**src/rtl/mem_pkg.sv**
```systemverilog
// mem_pkg: shared constants and types for the word-memory read path.
//   WORDSIZE  - data word width
//   MEMSIZE   - address width
//   MEMDEPTH  - number of words in the memory
//   rd_state_e - reader FSM state encoding
package mem_pkg;

  localparam int WORDSIZE = 16;
  localparam int MEMSIZE  = 3;
  localparam int MEMDEPTH = 2 ** MEMSIZE;

  typedef enum logic [1:0] {
    IDLE  = 2'd0,
    READ  = 2'd1,
    DRAIN = 2'd2
  } rd_state_e;

endpackage

```
**src/rtl/mem_rd_fifo2.sv**
```systemverilog
// mem_rd_fifo2: 2-entry FIFO with registered head, used as the output
// buffer of the memory reader.
//   clk, rst : clock, asynchronous active-low reset
//   push/din : write strobe and data
//   pop      : read strobe (caller guarantees count != 0)
//   dout     : head entry (registered)
//   count    : occupancy 0..2
module mem_rd_fifo2 #(
  parameter int wordsize = 16
) (
  input  logic                clk,
  input  logic                rst,
  input  logic                push,
  input  logic [wordsize-1:0] din,
  input  logic                pop,
  output logic [wordsize-1:0] dout,
  output logic [1:0]          count
);

  logic [wordsize-1:0] head_q;
  logic [wordsize-1:0] tail_q;
  logic [1:0]          cnt_q;

  always_ff @(posedge clk or negedge rst) begin
    if (!rst) begin
      head_q <= '0;
      tail_q <= '0;
      cnt_q  <= 2'd0;
    end else begin
      case ({push, pop})
        2'b10: begin
          if (cnt_q == 2'd0) head_q <= din;
          else               tail_q <= din;
          cnt_q <= cnt_q + 2'd1;
        end
        2'b01: begin
          head_q <= tail_q;
          cnt_q  <= cnt_q - 2'd1;
        end
        2'b11: begin
          // count unchanged; with two entries the tail moves up to the head
          if (cnt_q == 2'd2) begin
            head_q <= tail_q;
            tail_q <= din;
          end else begin
            head_q <= din;
          end
        end
        default: ;
      endcase
    end
  end

  assign dout  = head_q;
  assign count = cnt_q;

endmodule

```
**src/rtl/mem_rd_stream.sv**
```systemverilog
// mem_rd_stream: on a start command, reads `length` words from a
// synchronous-read memory beginning at `base_addr` (wrapping modulo the
// memory depth) and returns them in order on a valid/ready stream.
//   clk, rst             : clock, asynchronous active-low reset
//   start                : command pulse, honoured only while idle
//   base_addr, length    : command parameters, captured on accepted start
//   mem_rd_en, mem_addr  : memory read port request
//   mem_rdata            : memory data, valid the cycle after mem_rd_en
//   data_out, out_valid  : output stream
//   out_ready            : consumer ready
//   busy                 : command in progress
//   done                 : pulse with the final word transfer (or the
//                          cycle after a zero-length start)
module mem_rd_stream
  import mem_pkg::*;
#(
  parameter int wordsize = WORDSIZE,
  parameter int memsize  = MEMSIZE
) (
  input  logic                clk,
  input  logic                rst,
  input  logic                start,
  input  logic [memsize-1:0]  base_addr,
  input  logic [memsize:0]    length,
  output logic                mem_rd_en,
  output logic [memsize-1:0]  mem_addr,
  input  logic [wordsize-1:0] mem_rdata,
  output logic [wordsize-1:0] data_out,
  output logic                out_valid,
  input  logic                out_ready,
  output logic                busy,
  output logic                done
);

  localparam logic [memsize:0] CNT_ONE = {{memsize{1'b0}}, 1'b1};

  rd_state_e          state_q, state_d;
  logic [memsize-1:0] base_q;
  logic [memsize-1:0] addr_q;
  logic [memsize-1:0] issue_addr;
  logic [memsize:0]   len_q;
  logic [memsize:0]   issued_q;
  logic [memsize:0]   delivered_q;
  logic               inflight_q;
  logic               zero_done_q;
  logic [1:0]         fifo_count;
  logic [2:0]         credits_used;
  logic               pop;
  logic               last_pop;
  logic               start_ok;

  assign start_ok  = (state_q == IDLE) && start;
  assign out_valid = (fifo_count != 2'd0);
  assign pop       = out_valid && out_ready;

  // Credits count what will still occupy the FIFO after this cycle's pop,
  // plus the read already in flight. Discounting the pop is what lets a
  // new read issue every cycle while the consumer keeps draining.
  assign credits_used = {1'b0, fifo_count} + {2'b00, inflight_q} - {2'b00, pop};

  assign issue_addr = base_q + issued_q[memsize-1:0];
  assign mem_rd_en  = (state_q == READ) && (credits_used < 3'd2);
  assign mem_addr   = mem_rd_en ? issue_addr : addr_q;

  assign last_pop = pop && ((delivered_q + CNT_ONE) == len_q);
  assign done     = zero_done_q || ((state_q == DRAIN) && last_pop);
  assign busy     = (state_q != IDLE);

  always_comb begin
    state_d = state_q;
    case (state_q)
      IDLE:    if (start && (length != '0)) state_d = READ;
      READ:    if (mem_rd_en && ((issued_q + CNT_ONE) == len_q)) state_d = DRAIN;
      DRAIN:   if (last_pop) state_d = IDLE;
      default: state_d = IDLE;
    endcase
  end

  always_ff @(posedge clk or negedge rst) begin
    if (!rst) begin
      state_q     <= IDLE;
      base_q      <= '0;
      addr_q      <= '0;
      len_q       <= '0;
      issued_q    <= '0;
      delivered_q <= '0;
      inflight_q  <= 1'b0;
      zero_done_q <= 1'b0;
    end else begin
      state_q     <= state_d;
      inflight_q  <= mem_rd_en;
      zero_done_q <= start_ok && (length == '0);
      if (mem_rd_en) begin
        issued_q <= issued_q + CNT_ONE;
        addr_q   <= issue_addr;
      end
      if (pop) delivered_q <= delivered_q + CNT_ONE;
      if (start_ok) begin
        base_q      <= base_addr;
        len_q       <= length;
        issued_q    <= '0;
        delivered_q <= '0;
      end
    end
  end

  mem_rd_fifo2 #(.wordsize(wordsize)) u_fifo (
    .clk   (clk),
    .rst   (rst),
    .push  (inflight_q),
    .din   (mem_rdata),
    .pop   (pop),
    .dout  (data_out),
    .count (fifo_count)
  );

endmodule

```
**config.mk**
```make
export PLATFORM = sky130hd
export DESIGN_NAME = mem_rd_stream
export DESIGN_NICKNAME = d
export VERILOG_FILES = /design/src/rtl/mem_pkg.sv /design/src/rtl/mem_rd_fifo2.sv /design/src/rtl/mem_rd_stream.sv
export SDC_FILE = /design/constraint.sdc
export NUM_CORES = 1
export LEC_CHECK = 0
export CAP_MARGIN = 15
export CORE_MARGIN = 10
export CORE_UTILIZATION = 30
export CTS_CLUSTER_SIZE = 20
export DETAILED_ROUTE_END_ITERATION = 10
export GPL_TIMING_DRIVEN = 0
export PLACE_DENSITY = 0.51
export REMOVE_ABC_BUFFERS = 1
export SYNTH_ARGS = -nofsm -noshare
export SYNTH_HDL_FRONTEND = slang
export SYNTH_HIERARCHICAL = 1
export SYNTH_SLANG_ARGS = --single-unit
```
**constraint.sdc**
```tcl
create_clock -name clk -period 4.3 [get_ports clk]
set_input_delay 1.075 -clock clk [delete_from_list [all_inputs] [get_ports clk]]
set_output_delay 1.075 -clock clk [all_outputs]
set_load 0.01 [all_outputs]
```
==> Yosys cells after proc, flatten, opt, wreduce, memory -nomap -nowiden <==
Cells that the tools add are included.
{ "word_totals": {"regBits": 56, "word_cells": 72, "inputBits": 27} }
{ "classes": {"muxes": 16, "n_lt_le_gt_ge": 1, "eq_ne": 14, "add_sub_neg": 7, "n_reduce_logical": 23} }
{ "ops": {"columns": ["op", "count"], "rows": [
  ["16-bit 2-to-1 mux", 4],
  ["16-bit case mux with 3 select lines", 1],
  ["16-bit case mux with 2 select lines", 1],
  ["4-bit 2-to-1 mux", 4],
  ["2-bit nonzero test", 6],
  ["4-bit by 1-bit adder with 4-bit output, second input constant", 2],
  ["2-bit equality test, second input constant", 4],
  ["4-bit equality test", 2],
  ["1-bit logical AND", 8],
  ["2-bit by 1-bit inequality test with 1-bit output, second input constant", 4],
  ["2-bit 2-to-1 mux", 3],
  ["2-bit case mux with 3 select lines", 1],
  ["3-bit AND reduction", 2],
  ["2-bit by 1-bit equality test with 1-bit output, second input constant", 2],
  ["2-bit zero test", 2],
  ["4-bit zero test", 1],
  ["2-bit inequality test, second input constant", 2],
  ["2-bit case mux with 2 select lines", 1],
  ["4-bit nonzero test", 1],
  ["2-bit by 1-bit adder with 3-bit output", 1],
  ["3-bit adder", 1],
  ["3-bit by 2-bit less-than comparator with 1-bit output, second input constant", 1],
  ["3-bit 2-to-1 mux", 1],
  ["3-bit nonzero test", 1],
  ["other kinds (5)", 5]
]} }

==> Depth between registers and ports, before layout <==
Gate-level depths: netlist of the first run.
{ "depth": {"depth_word": 8, "mapped_depth": 10} }

==> Cells and area by module <==
Netlist of the first run, hierarchy kept.
{ "modules_own_cells": {"columns": ["module", "area_per_inst_um2", "instances", "cells_each", "seq_area_each_um2"], "rows": [
  ["mem_rd_fifo2", 1620.3, 1, 129, 850.8],
  ["mem_rd_stream", 1163.6, 1, 104, 550.5]
]} }

==> Worst setup path before layout of the first run <==
OpenSTA, ideal clock, no wires.
{ "synth_timing": {"path_type": "in2out", "start": "input out_ready", "end": "output mem_addr[0]", "path_buffers": 0, "slack_ns": 0.225, "path_stages": 8, "t_arrival_ns": 3.000, "required_time_ns": 3.225, "path_cell_list": "nand2_4 -> clkinv_2 -> ha_1 -> nand2b_1 -> fa_1 -> nand3b_1 -> nor2_2 -> mux2_2"} }
{ "synth_between": {"elab_chain_len": 5} }
{ "synth_rtl": {"columns": ["element", "line_no", "rtl"], "rows": [
  ["start, declared", "mem_rd_stream.sv:30", "input logic out_ready,"],
  ["1-bit logical AND", "mem_rd_stream.sv:54", "assign pop = out_valid && out_ready;"],
  ["net pop", "mem_rd_stream.sv:48", "logic pop;"],
  ["3-bit by 1-bit subtractor with 3-bit output", "mem_rd_stream.sv:59", "assign credits_used = {1'b0, fifo_count} + {2'b00, inflight_q} - {2'b00, pop};"],
  ["3-bit by 2-bit less-than comparator with 1-bit output", "mem_rd_stream.sv:62", "assign mem_rd_en = (state_q == READ) && (credits_used < 3'd2);"],
  ["1-bit logical AND", "mem_rd_stream.sv:62", null],
  ["net mem_rd_en", "mem_rd_stream.sv:25", "output logic mem_rd_en,"],
  ["3-bit 2-to-1 mux", null, null],
  ["end, declared", "mem_rd_stream.sv:26", "output logic [memsize-1:0] mem_addr,"]
]} }
The timed path passes the listed nets, and every way through them passes these cells.

==> Worst setup path in the final report of the first run <==
{ "layout_timing": {"start": "input out_ready", "end": "output mem_addr[0]"} }
{ "layout_between": {"elab_chain_len": 5} }
{ "layout_rtl": {"columns": ["element", "line_no"], "rows": [
  ["1-bit logical AND", "mem_rd_stream.sv:54"],
  ["net pop", "mem_rd_stream.sv:48"],
  ["3-bit by 1-bit subtractor with 3-bit output", "mem_rd_stream.sv:59"],
  ["3-bit by 2-bit less-than comparator with 1-bit output", "mem_rd_stream.sv:62"],
  ["1-bit logical AND", "mem_rd_stream.sv:62"],
  ["3-bit 2-to-1 mux", null]
]} }
The timed path passes the listed nets, and every way through them passes these cells.

==> out/metrics.cfg, run 1 <==
[timing]
worst_slew_margin_rel = 0.383
final.period_utilization = 0.974
rsz0062_at_grt = no
finClkSkew_ns = 0.00481
setup_viol = 0
maxSlewViolCount = 0
fmax_mhz = 239
min_period_ns = 4.19
tightest_slew_ns = 0.922
finalHoldViolCount = 0

[global_route]
grt_overflow = 0
grt_usage = 0.107
antenna_found_initial = 0
grt_pass1_wl_mm = 11.4
grt_max_degree = 34
grt_pass1_vias = 2162

[place]
dp_hpwl_mm = 4.55
post_dp_cell_area_sq_mm = 0.00335
place.gp.congestion = 0.732
dp.cells = 379
portBuffers = 49

[floorplan]
dieArea_sq_mm = 0.0135
coreArea_sq_mm = 0.00915
fp.dieW_um = 116
initial_core_util = 0.304
rows = 35
io_pins = 50
die_y_um = 116

[yosys]
synth_area_per_cell_sq_um = 11.9
synth.cell_area_sq_mm = 0.00278
ys_top_cells_by_area = dfrtp_1 50%, mux2_2 9.3%, a2bb2oi_1 5.0%, a311oi_1 5.0%, xnor2_1 4.7%
synthDistinctLibCells = 41
async_flop_share = 1.00
yosysTopAreaCell = dfrtp_1
synth_cells = 233
yosys-top-cells-count = 56 x dfrtp_1, 23 x mux2_2, 19 x o21ai_0, 16 x a2bb2oi_1, 16 x a311oi_1
yosys_warnings = 6
dominantRegCellSynth = dfrtp_1
synth_top_area_share = 0.503
synth-seq-area-share = 0.503
yosys.cell_count.top_type = dfrtp_1
synth_edf_count = 0
synth_seq_cells = 56

[final_layout]
syn2layout_area_growth_pct = 27.2
final_cells = 398
design_area_sq_mm = 0.00354
layout-drive-gt1-share = 0.209
nNetsFinal = 323
n_antenna_cell = 0

[detailed_routing]
drt_pass1_iterations = 5
route.detailed.wl_per_inst_um = 17.2
top_layer_used = met4
drc_errors = 0
drtIter0Drc = 32
ant_nets = 0
vias = 1991
wl_met3_um = 209
wl_met1_mm = 3.14
routed_via_density = 5.00
routed_wl_mm = 6.83
routed-wl-met2_mm = 3.39

[status]
status = finished clean

[clock_tree]
path_clk_slew_ns = 0.09
htree_levels = 2
clockRootBuffer = clkbuf_8
cts_tree = done
clk_latency_ns = 0.30
clkSinkCount = 56
clock_path_buffers = 2
hold_buffers = 0
numCtsBuffers = 5

[pwr]
p_leak_nw = 1.44
cellPowerDensity_mw_per_mm2 = 781
ir_drop_uv = 379

[critical_path]
crit_chain = buf_2 > nand2_4 > clkinv_4 > ha_1 > nand2b_4 > fa_1 > nand3b_1 > nor2_4 > buf_6 > mux2_4 > buf_6
cp_common_cell = buf_6
path_buf_inv = 4
start_kind = primary input
regToRegSetupSlack_ns = 1.30
cpPeakStageDelay_ns = 0.48
crit_type = in -> out
endpoint_kind = output port
critPathArrivalTime_ns = 3.11
worstPathRequired_ns = 3.22
critical_path.max_fanout = 4
cpMaxStageDelayCell = fa_1
crit_family = adder cells

[run]
maxCapViolations = 0

[min_path]
hold_class = reg -> reg

[cells in the final DEF, fill, tap and decap left out, types with 2 or more instances in the layout]
cell type,netlist,final
buf_6,1,2
nor2_1,9,9
a2bb2oi_1,16,16
a21oi_1,5,5
clkdlybuf4s50_1,0,43
dfrtp_1,56,55
ha_1,8,8
a311oi_1,16,16
nand3b_1,2,2
clkbuf_8,0,6
inv_1,8,8
clkinv_2,1,2
xnor2_1,15,15
mux2_2,23,22
nand2_1,7,7
nand3_1,2,2
buf_2,6,4
fa_1,2,2
nor2_4,1,2
xor2_1,7,6
buf_4,2,10
o21ai_0,19,19
[path summary, 6_finish.rpt]
kind	start	to	cells past startpoint
setup / recovery	out_ready	mem_addr[0]	11
hold / removal	addr_q[0]	addr_q[0]	1
setup reg to reg	u_fifo/count[0]	issued_q[2]	13
hold reg to reg	addr_q[0]	addr_q[0]	1
max in group asynchronous	rst	issued_q[3]	2
min in group asynchronous	rst	u_fifo/dout[10]	1
[logic make-up after synthesis]
group	count (synthesis)	synth area share
fa+ha+maj	10	0.0503
compound gates	63	0.173
xor+xnor	22	0.0692
mux	23	0.0930
buf+inv	24	0.0409
flops	56	0.503
simple gates	35	0.0701
[flip-flops by register name (all words and copies together), names as in the netlist]
signal         cells
issued_q           4
len_q              4
delivered_q        4
u_fifo/count       2
addr_q             3
u_fifo/tail_q     16
u_fifo/dout       16
base_q             3
zero_done_q        1
inflight_q         1
state_q            2
[what timing repair did]
action / in CTS / in global routing
pin swaps: 4 / 3
resized for setup: 24 / 1
endpoints found under the hold margin: 0 / 0
gates cloned: 0 / 0
setup buffers: 10 / 1
setup endpoints to repair: 4 / 3
[layer usage]
layer,up-vias,GRT usage
met5,-,0
met4,0,0.0425
met3,6,0.0164
met2,33,0.179
met1,1001,0.134
li1,951,-
[power breakdown]
group          leakage, nW  switching (mW)  total, mW  internal [mW]
Clock               0.0510           0.172      0.301          0.129
Combinational        0.717           0.670       1.49          0.821
Sequential           0.668           0.191      0.975          0.784
Total                 1.44            1.03       2.77           1.73
[worst reg2reg max path, stage by stage (launching register included)]
cell and delay, ns:
dfrtp_1 0.52, or2_4 0.30, nand2_4 0.07, clkinv_4 0.05, ha_1 0.27, nand2b_4 0.14
fa_1 0.48, nand3b_1 0.17, buf_4 0.19, buf_4 0.12, buf_4 0.13, nor3b_1 0.21
xnor2_1 0.15, nor2_1 0.05
[layout make-up]
class | count | area [sq um]
clock inverters | 2 | 10.0
fillers | 910 | 5610
flip-flops and latches | 56 | 1400
repair buffers | 61 | 577
well taps | 111 | 139
multi-input cells | 153 | 1290
inverters | 9 | 38.8
clock buffers | 6 | 82.6
[per-stage QoR]
stage	TNS [ns]	power, mW	hold slack (ns)	util	setup WS [ns]
after detailed placement	-3.52	2.35	0.484	0.366	-0.977
after global placement	-3.57	2.34	0.484	0.364	-0.990
after CTS	0	2.79	0.513	0.386	0.0854
final	0	2.77	0.508	0.387	0.111
after floorplan	0	1.82	0.474	-	0.225
after global routing	0	3.01	0.529	0.387	0.00648
Power figures use the tool's default switching activity.
==> inputs of run 2 (changes only) <==
--- a/config.mk
+++ b/config.mk
@@ -10,7 +10,6 @@
 export CORE_UTILIZATION = 30
 export CTS_CLUSTER_SIZE = 20
 export DETAILED_ROUTE_END_ITERATION = 10
-export GPL_TIMING_DRIVEN = 0
 export PLACE_DENSITY = 0.51
 export REMOVE_ABC_BUFFERS = 1
 export SYNTH_ARGS = -nofsm -noshare
==> out/metrics.cfg, run 2 (synthesized netlist as in run 1, its figures left out) <==
[timing]
tightest_slew_ns = 0.813
finClkSkew_ns = 0.00802
final.period_utilization = 0.970
setup_viol = 0
fin_setup_tns_ns = 0
worst_slew_margin_rel = 0.458
maxSlewViolCount = 0
fmax_mhz = 240
finalHoldViolCount = 0
hold_slack_ns = 0.510
min_period_ns = 4.17
rsz0062_at_grt = no

[final_layout]
nNetsFinal = 327
layout-drive-gt1-share = 0.223
final_core_util = 0.391
layout_common_cells = 56 x dfrtp_1, 43 x clkdlybuf4s50_1, 22 x mux2_2
design_area_sq_mm = 0.00358
fill_cells = 898
layout_commonest_cell = dfrtp_1
n_antenna_cell = 0
syn2layout_area_growth_pct = 28.6

[clock_tree]
htree_levels = 2
numCtsBuffers = 5
path_clk_slew_ns = 0.09
cts_tree = done
hold_buffers = 0
clockRootBuffer = clkbuf_8
clock_path_buffers = 2
clk_latency_ns = 0.31
clkSinkCount = 56

[floorplan]
io_pins = 50
fp.dieW_um = 116
coreArea_sq_mm = 0.00915
dieArea_sq_mm = 0.0135
initial_core_util = 0.304
die_y_um = 116
rows = 35

[pwr]
p_leak_nw = 1.45
total_power_mw = 2.85
cellPowerDensity_mw_per_mm2 = 797
ir_drop_uv = 401

[min_path]
min_to = addr_q[0]
worstHoldStart = addr_q[0]
hold_class = reg -> reg
worstHoldPathCells = 1

[detailed_routing]
routed_via_density = 4.97
drt_pass1_iterations = 4
ant_nets = 0
route.detailed.wl_per_inst_um = 17.4
drtIter0Drc = 56
drc_errors = 0
vias = 1996
routed_wl_mm = 6.98

[critical_path]
crit_type = in -> out
r2r-end = state_q[0]
critPathArrivalTime_ns = 3.10
start_kind = primary input
reg2reg_from = u_fifo/count[1]
critical_path.max_fanout = 3
rr_worst_depth = 12
regToRegSetupSlack_ns = 1.49
worstPathRequired_ns = 3.22
endpoint_kind = output port

[run]
maxCapViolations = 0

[global_route]
grt_usage = 0.108
grt_max_degree = 37
grt_pass1_vias = 2241
antenna_found_initial = 0
grt_pass1_wl_mm = 11.6
grt_overflow = 0

[place]
post_dp_cell_area_sq_mm = 0.00341
portBuffers = 49
place.gp.congestion = 0.742
dp_hpwl_mm = 4.68

[status]
status = finished clean

-- run 2: cell types whose count changed in the layout (fill, tap and decap cells not counted), sizes merged --
cell           change
dlygate4sd2        -1
clkinv             -1
clkbuf             +1
buf                +3
bufinv             +1
clkdlybuf4s15      +1
-- run 2: worst max-delay path, cell delays in order --
cell      delay [ns]
clkbuf_2        0.10
nand2_4         0.07
clkinv_2        0.06
ha_1            0.27
nand2b_4        0.14
fa_2            0.51
nand3b_1        0.15
nor2_4          0.18
buf_6           0.12
mux2_4          0.30
buf_6           0.12
-- run 2: area by class of cell --
| type | instances | area [sq um] | area share |
|---|---|---|---|
| inverters | 9 | 35.0 | 0.00978 |
| well taps | 111 | 139 | 0.0388 |
| clock buffers | 6 | 72.6 | 0.0203 |
| multi-input cells | 153 | 1300 | 0.364 |
| flip-flops and latches | 56 | 1400 | 0.391 |
| repair buffers | 65 | 596 | 0.166 |
| clock inverters | 2 | 35.0 | 0.00978 |
-- run 2: worst max-delay path by stage --
stage,start,end,slack (ns),cells after the start
after floorplan,out_ready,mem_addr[0],0.23,8
after global placement,out_ready,mem_addr[0],-0.56,10
after detailed placement,out_ready,mem_addr[0],-0.56,10
after CTS,out_ready,mem_addr[0],-0.03,11
after global routing,out_ready,mem_addr[0],0.03,11
final,out_ready,mem_addr[0],0.13,11
-- run 2: metrics by stage --
stage | std cells | setup WS, ns
6_report | 402 | 0.128
5_1_grt | 402 | 0.0339
4_1_cts | 401 | -0.0275
3_5_place_dp | 389 | -0.564
3_3_place_gp | 389 | -0.557
2_1_floorplan | 218 | 0.225
-- run 2: repair_timing --
item	CTS	global route
pin swaps	2	2
setup buffers	4	1
endpoints found under the setup margin	4	4
cloned	0	0
gates resized for setup	24	2
-- run 2: where the power goes --
group / total (mW) / switching [mW] / internal [mW]
logic: 1.56 / 0.711 / 0.850
clock network: 0.347 / 0.174 / 0.173
registers: 0.946 / 0.163 / 0.783
-- run 2: per-layer routing --
metal  up-vias  track usage  share of wire
met1       990        0.135           0.45
met5         -            0              0
li1        959            -              -
met2        42        0.179           0.49
met3         5       0.0221          0.042
met4         0       0.0409          0.014
==> inputs of run 3 (changes only) <==
--- a/config.mk
+++ b/config.mk
@@ -10,6 +10,7 @@
 export CORE_UTILIZATION = 30
 export CTS_CLUSTER_SIZE = 20
 export DETAILED_ROUTE_END_ITERATION = 10
+export GPL_TIMING_DRIVEN = 0
 export PLACE_DENSITY = 0.51
 export REMOVE_ABC_BUFFERS = 1
 export SYNTH_ARGS = -nofsm -noshare
==> results of run 3 <==
The final DEF is identical to that of run 1; final timing and power are the same.
==> variant 1, RTL diff (settings of run 1) <==
The package constant `WORDSIZE` goes from 16 to 32.
--- a/src/rtl/mem_pkg.sv
+++ b/src/rtl/mem_pkg.sv
@@ -7,3 +7,3 @@
 
-  localparam int WORDSIZE = 16;
+  localparam int WORDSIZE = 32;
   localparam int MEMSIZE  = 3;
Ports: changed (resized data_out and mem_rdata); port bits go from 50 to 82. No check against the original RTL was run, so the function may have changed too.
==> variant 1 against run 1 <==
- die area rose by 41%
- sequential power rose by 57%
- sequential cell count up 32
- setup slack better by 0.029 ns
- synthesized area is 50% higher
- non-clock buffer count up 33
- global-route usage is 1.5 points higher
- wire length rose by 67%
- critical endpoint unchanged
- total power grew 69%
- cell area increased by 59%
- sequential share of layout area fell by 0.59 points
==> variant 1: results <==
status:
  status: "complete, no violations"
routing:
  drtIter0Drc: 180
  dr_wl_met2_um: 5470
  wl_met1_um: 5140
  wl_per_cell_um: 18.9
  drt_first_pass_iters: 4
  wl_met3_um: 595
  vias_per_cell: 5.17
grt:
  grt_pass1_wl_um: 19100
  met1_usage: 0.146
  met3_usage: 0.0336
  grt_use_total: 0.122
  grt_pass1_vias: 3455
  met2_usage: 0.200
  grt_max_degree: 58
clocking:
  clock_latency_ns: 0.35
  cts_root_buf: "clkbuf_16"
  cts.repair.resized: 23
  clk_pin_slew_ns: 0.06
  cts_max_level: 3
  post-cts-setup-buffers: 7
  cts_made_buffers: 9
synth:
  yosysSeqAreaShare: 0.526
  synth_adder_area_share: 0.0335
  synthCells: 342
  ys_top_cells_by_area: "dfrtp_1, mux2_2, a2bb2oi_1"
  netlist_top_cells_count: "dfrtp_1, mux2_2, o21ai_0"
  synthDominantCellAreaShare: 0.526
  synth.distinct_cells: 40
  synth_compound_gate_area_share: 0.201
  synth.area.mux_share: 0.105
  synth-xor-area-share: 0.0460
cells_and_area:
  drive_gt1_frac: 0.207
  nets: 473
  fin_cells: 605
setup_path:
  r2r_cells: 12
  r2r_slack_ns: 1.25
place:
  place_area_um2: 5190
  place_ws_ns: -0.947
  place_inst: 581
  hpwl_um: 7400
  gp_congestion: 0.759
  io_buffers: 81
power:
  peakVddDrop_mv: 0.310
timing:
  period_minus_slack_ns: 4.16
  whs_ns: 0.486
worst_hold_path:
  hp-start: "u_fifo/tail_q[2]"
## variant 1: layout make-up
cell class              instances  area [um^2]
clock buffers                  12          267
clock inverters                 4         98.8
fillers                      1340         8120
inverters                       9         38.8
multi-input cells             218         1860
flip-flops and latches         88         2200
well taps                     180          225
repair buffers                 94          952
## variant 1: power groups by stage
stage,registers (W),logic [W],clock network (W)
2_1_floorplan,0.00154,0.00119,0
3_3_place_gp,0.00153,0.00202,0
3_5_place_dp,0.00154,0.00208,0
4_1_cts,0.00153,0.00221,0.000977
5_1_grt,0.00159,0.00240,0.00101
6_report,0.00153,0.00219,0.000946
## variant 1: worst max-delay path: stages
cell and delay (ns):
clkbuf_2 0.10, nand2_4 0.07, clkinv_4 0.05, ha_1 0.26, nand2b_4 0.14, fa_2 0.51, nand3b_1 0.16, nor2_4 0.17
buf_6 0.12, mux2_4 0.30, buf_6 0.12
==> variant 2, RTL diff (config.mk and constraints of run 1) <==
Without the edit above. Encoding of `rd_state_e`: now one-hot (3 bits for 3 states).
--- a/src/rtl/mem_pkg.sv
+++ b/src/rtl/mem_pkg.sv
@@ -11,6 +11,6 @@
 
-  typedef enum logic [1:0] {
-    IDLE  = 2'd0,
-    READ  = 2'd1,
-    DRAIN = 2'd2
+  typedef enum logic [2:0] {
+    IDLE  = 3'b001,
+    READ  = 3'b010,
+    DRAIN = 3'b100
   } rd_state_e;
Formal check against the unedited RTL: same outputs for any inputs over 10 cycles, from zero or initial values and one cycle with rst low; not proved beyond that.
==> variant 2 against run 1 <==
- register-to-register slack better by 0.07 ns
- wire length is 1.5% higher
- sequential cell count is 1 higher
- cell area is 5.7% higher
- critical path depth is 1 lower
- critical path type unchanged
- clock power is 90% higher
- cell count is 6.8% higher
- setup slack better by 0.060 ns
- synthesized area is 2.8% higher
- non-clock buffer count is 4 lower
- first-iteration DRC count is 100% higher
- combinational power is 26% lower
- critical endpoint is now mem_addr[2]
- total power is 5.6% lower
==> variant 2: results <==
status:
  status: "complete, no violations"
timing:
  skew_ns: 0.00772
  whs_ns: 0.473
  period_minus_slack_ns: 4.13
clocking:
  clk_pin_slew_ns: 0.06
  cts_max_level: 3
  clock_latency_ns: 0.33
synth:
  syn_area_per_cell_um2: 12.0
  netlist_top_cells_count: "dfrtp_1, mux2_2, o21ai_0"
  yosysSeqAreaShare: 0.499
setup_path:
  arrival_ns: 3.05
  r2r_slack_ns: 1.37
  cpMaxStageDelayCell: "fa_2"
grt:
  grt_use_total: 0.104
  grt_max_degree: 37
  grt_pass1_wl_um: 11800
  grt_pass1_vias: 2226
routing:
  drt_wl_total_um: 6930
  drtIter0Drc: 65
  via_count: 2046
  drt_first_pass_iters: 4
place:
  gp_congestion: 0.728
  place_inst: 402
  hpwl_um: 4540
  place_area_um2: 3440
cells_and_area:
  fin_cells: 425
power:
  leakage_nw: 1.57
## variant 2: cell count changes in the layout (fill, tap and decap cells not counted), sizes merged, moves of 2 or more
cell / run 1 / this run
a21oi: 5 / 3
a22o: 0 / 3
buf: 17 / 11
bufinv: 0 / 2
clkbuf: 6 / 11
nand2: 8 / 14
nand3: 2 / 4
nor2: 12 / 8
## variant 2: power breakdown
group | internal [W] | switching, W | leakage, nW | total, W
Combinational | 0.000616 | 0.000483 | 0.747 | 0.00110
Sequential | 0.000767 | 0.000173 | 0.705 | 0.000940
Clock | 0.000356 | 0.000218 | 0.115 | 0.000573
## variant 2: critical path, delay by kind of cell
family | cells | cell delay [ns]
buffers and inverters | 3 | 0.56
AND/OR/NAND/NOR | 3 | 0.37
XOR/XNOR | 1 | 0.20
adder cells (fa/ha/maj) | 2 | 0.64
AO/OA/AOI/OAI | 1 | 0.19
## variant 2: worst paths after layout
kind | startpoint | end | depth (start not counted)
setup / recovery | out_ready | mem_addr[2] | 10
hold / removal | addr_q[0] | addr_q[0] | 2
setup reg to reg | u_fifo/count[1] | u_fifo/dout[15] | 8
hold reg to reg | addr_q[0] | addr_q[0] | 2
max in group asynchronous | rst | state_q[0] | 2
min in group asynchronous | rst | u_fifo/dout[3] | 1
## variant 2: kinds of logic after synthesis
kind of cell | share of synthesized area
buffers and inverters | 0.0428
XOR/XNOR | 0.0642
adder cells (fa/ha/maj) | 0.0490
AO/OA/AOI/OAI | 0.162
AND/OR/NAND/NOR | 0.0813
flip-flops | 0.499
multiplexers | 0.102
## variant 2: what timing repair did
item                                    in CTS  in global routing
endpoints found under the setup margin       4                  0
gates resized for setup                     23                  0
setup buffers                                7                  0
## variant 2: per-stage QoR
stage          power [W]  setup TNS [ns]
2_1_floorplan    0.00160               0
3_3_place_gp     0.00201           -2.47
3_5_place_dp     0.00203           -2.59
4_1_cts          0.00266               0
5_1_grt          0.00281               0
6_report         0.00261               0
## variant 2: cell type report
cell class | instances | area [um^2]
Fill cell | 932 | 5540
Sequential cell | 57 | 1430
Multi-Input combinational cell | 158 | 1340
Timing Repair Buffer | 57 | 553
Tap cell | 129 | 161
Clock buffer | 11 | 151
Clock inverter | 5 | 77.6
Inverter | 8 | 35.0
## variant 2: metal layers
metal	track usage	wire, um
met4	0.0278	66
met2	0.163	3230
met5	0	0
met1	0.131	3330
met3	0.0360	304
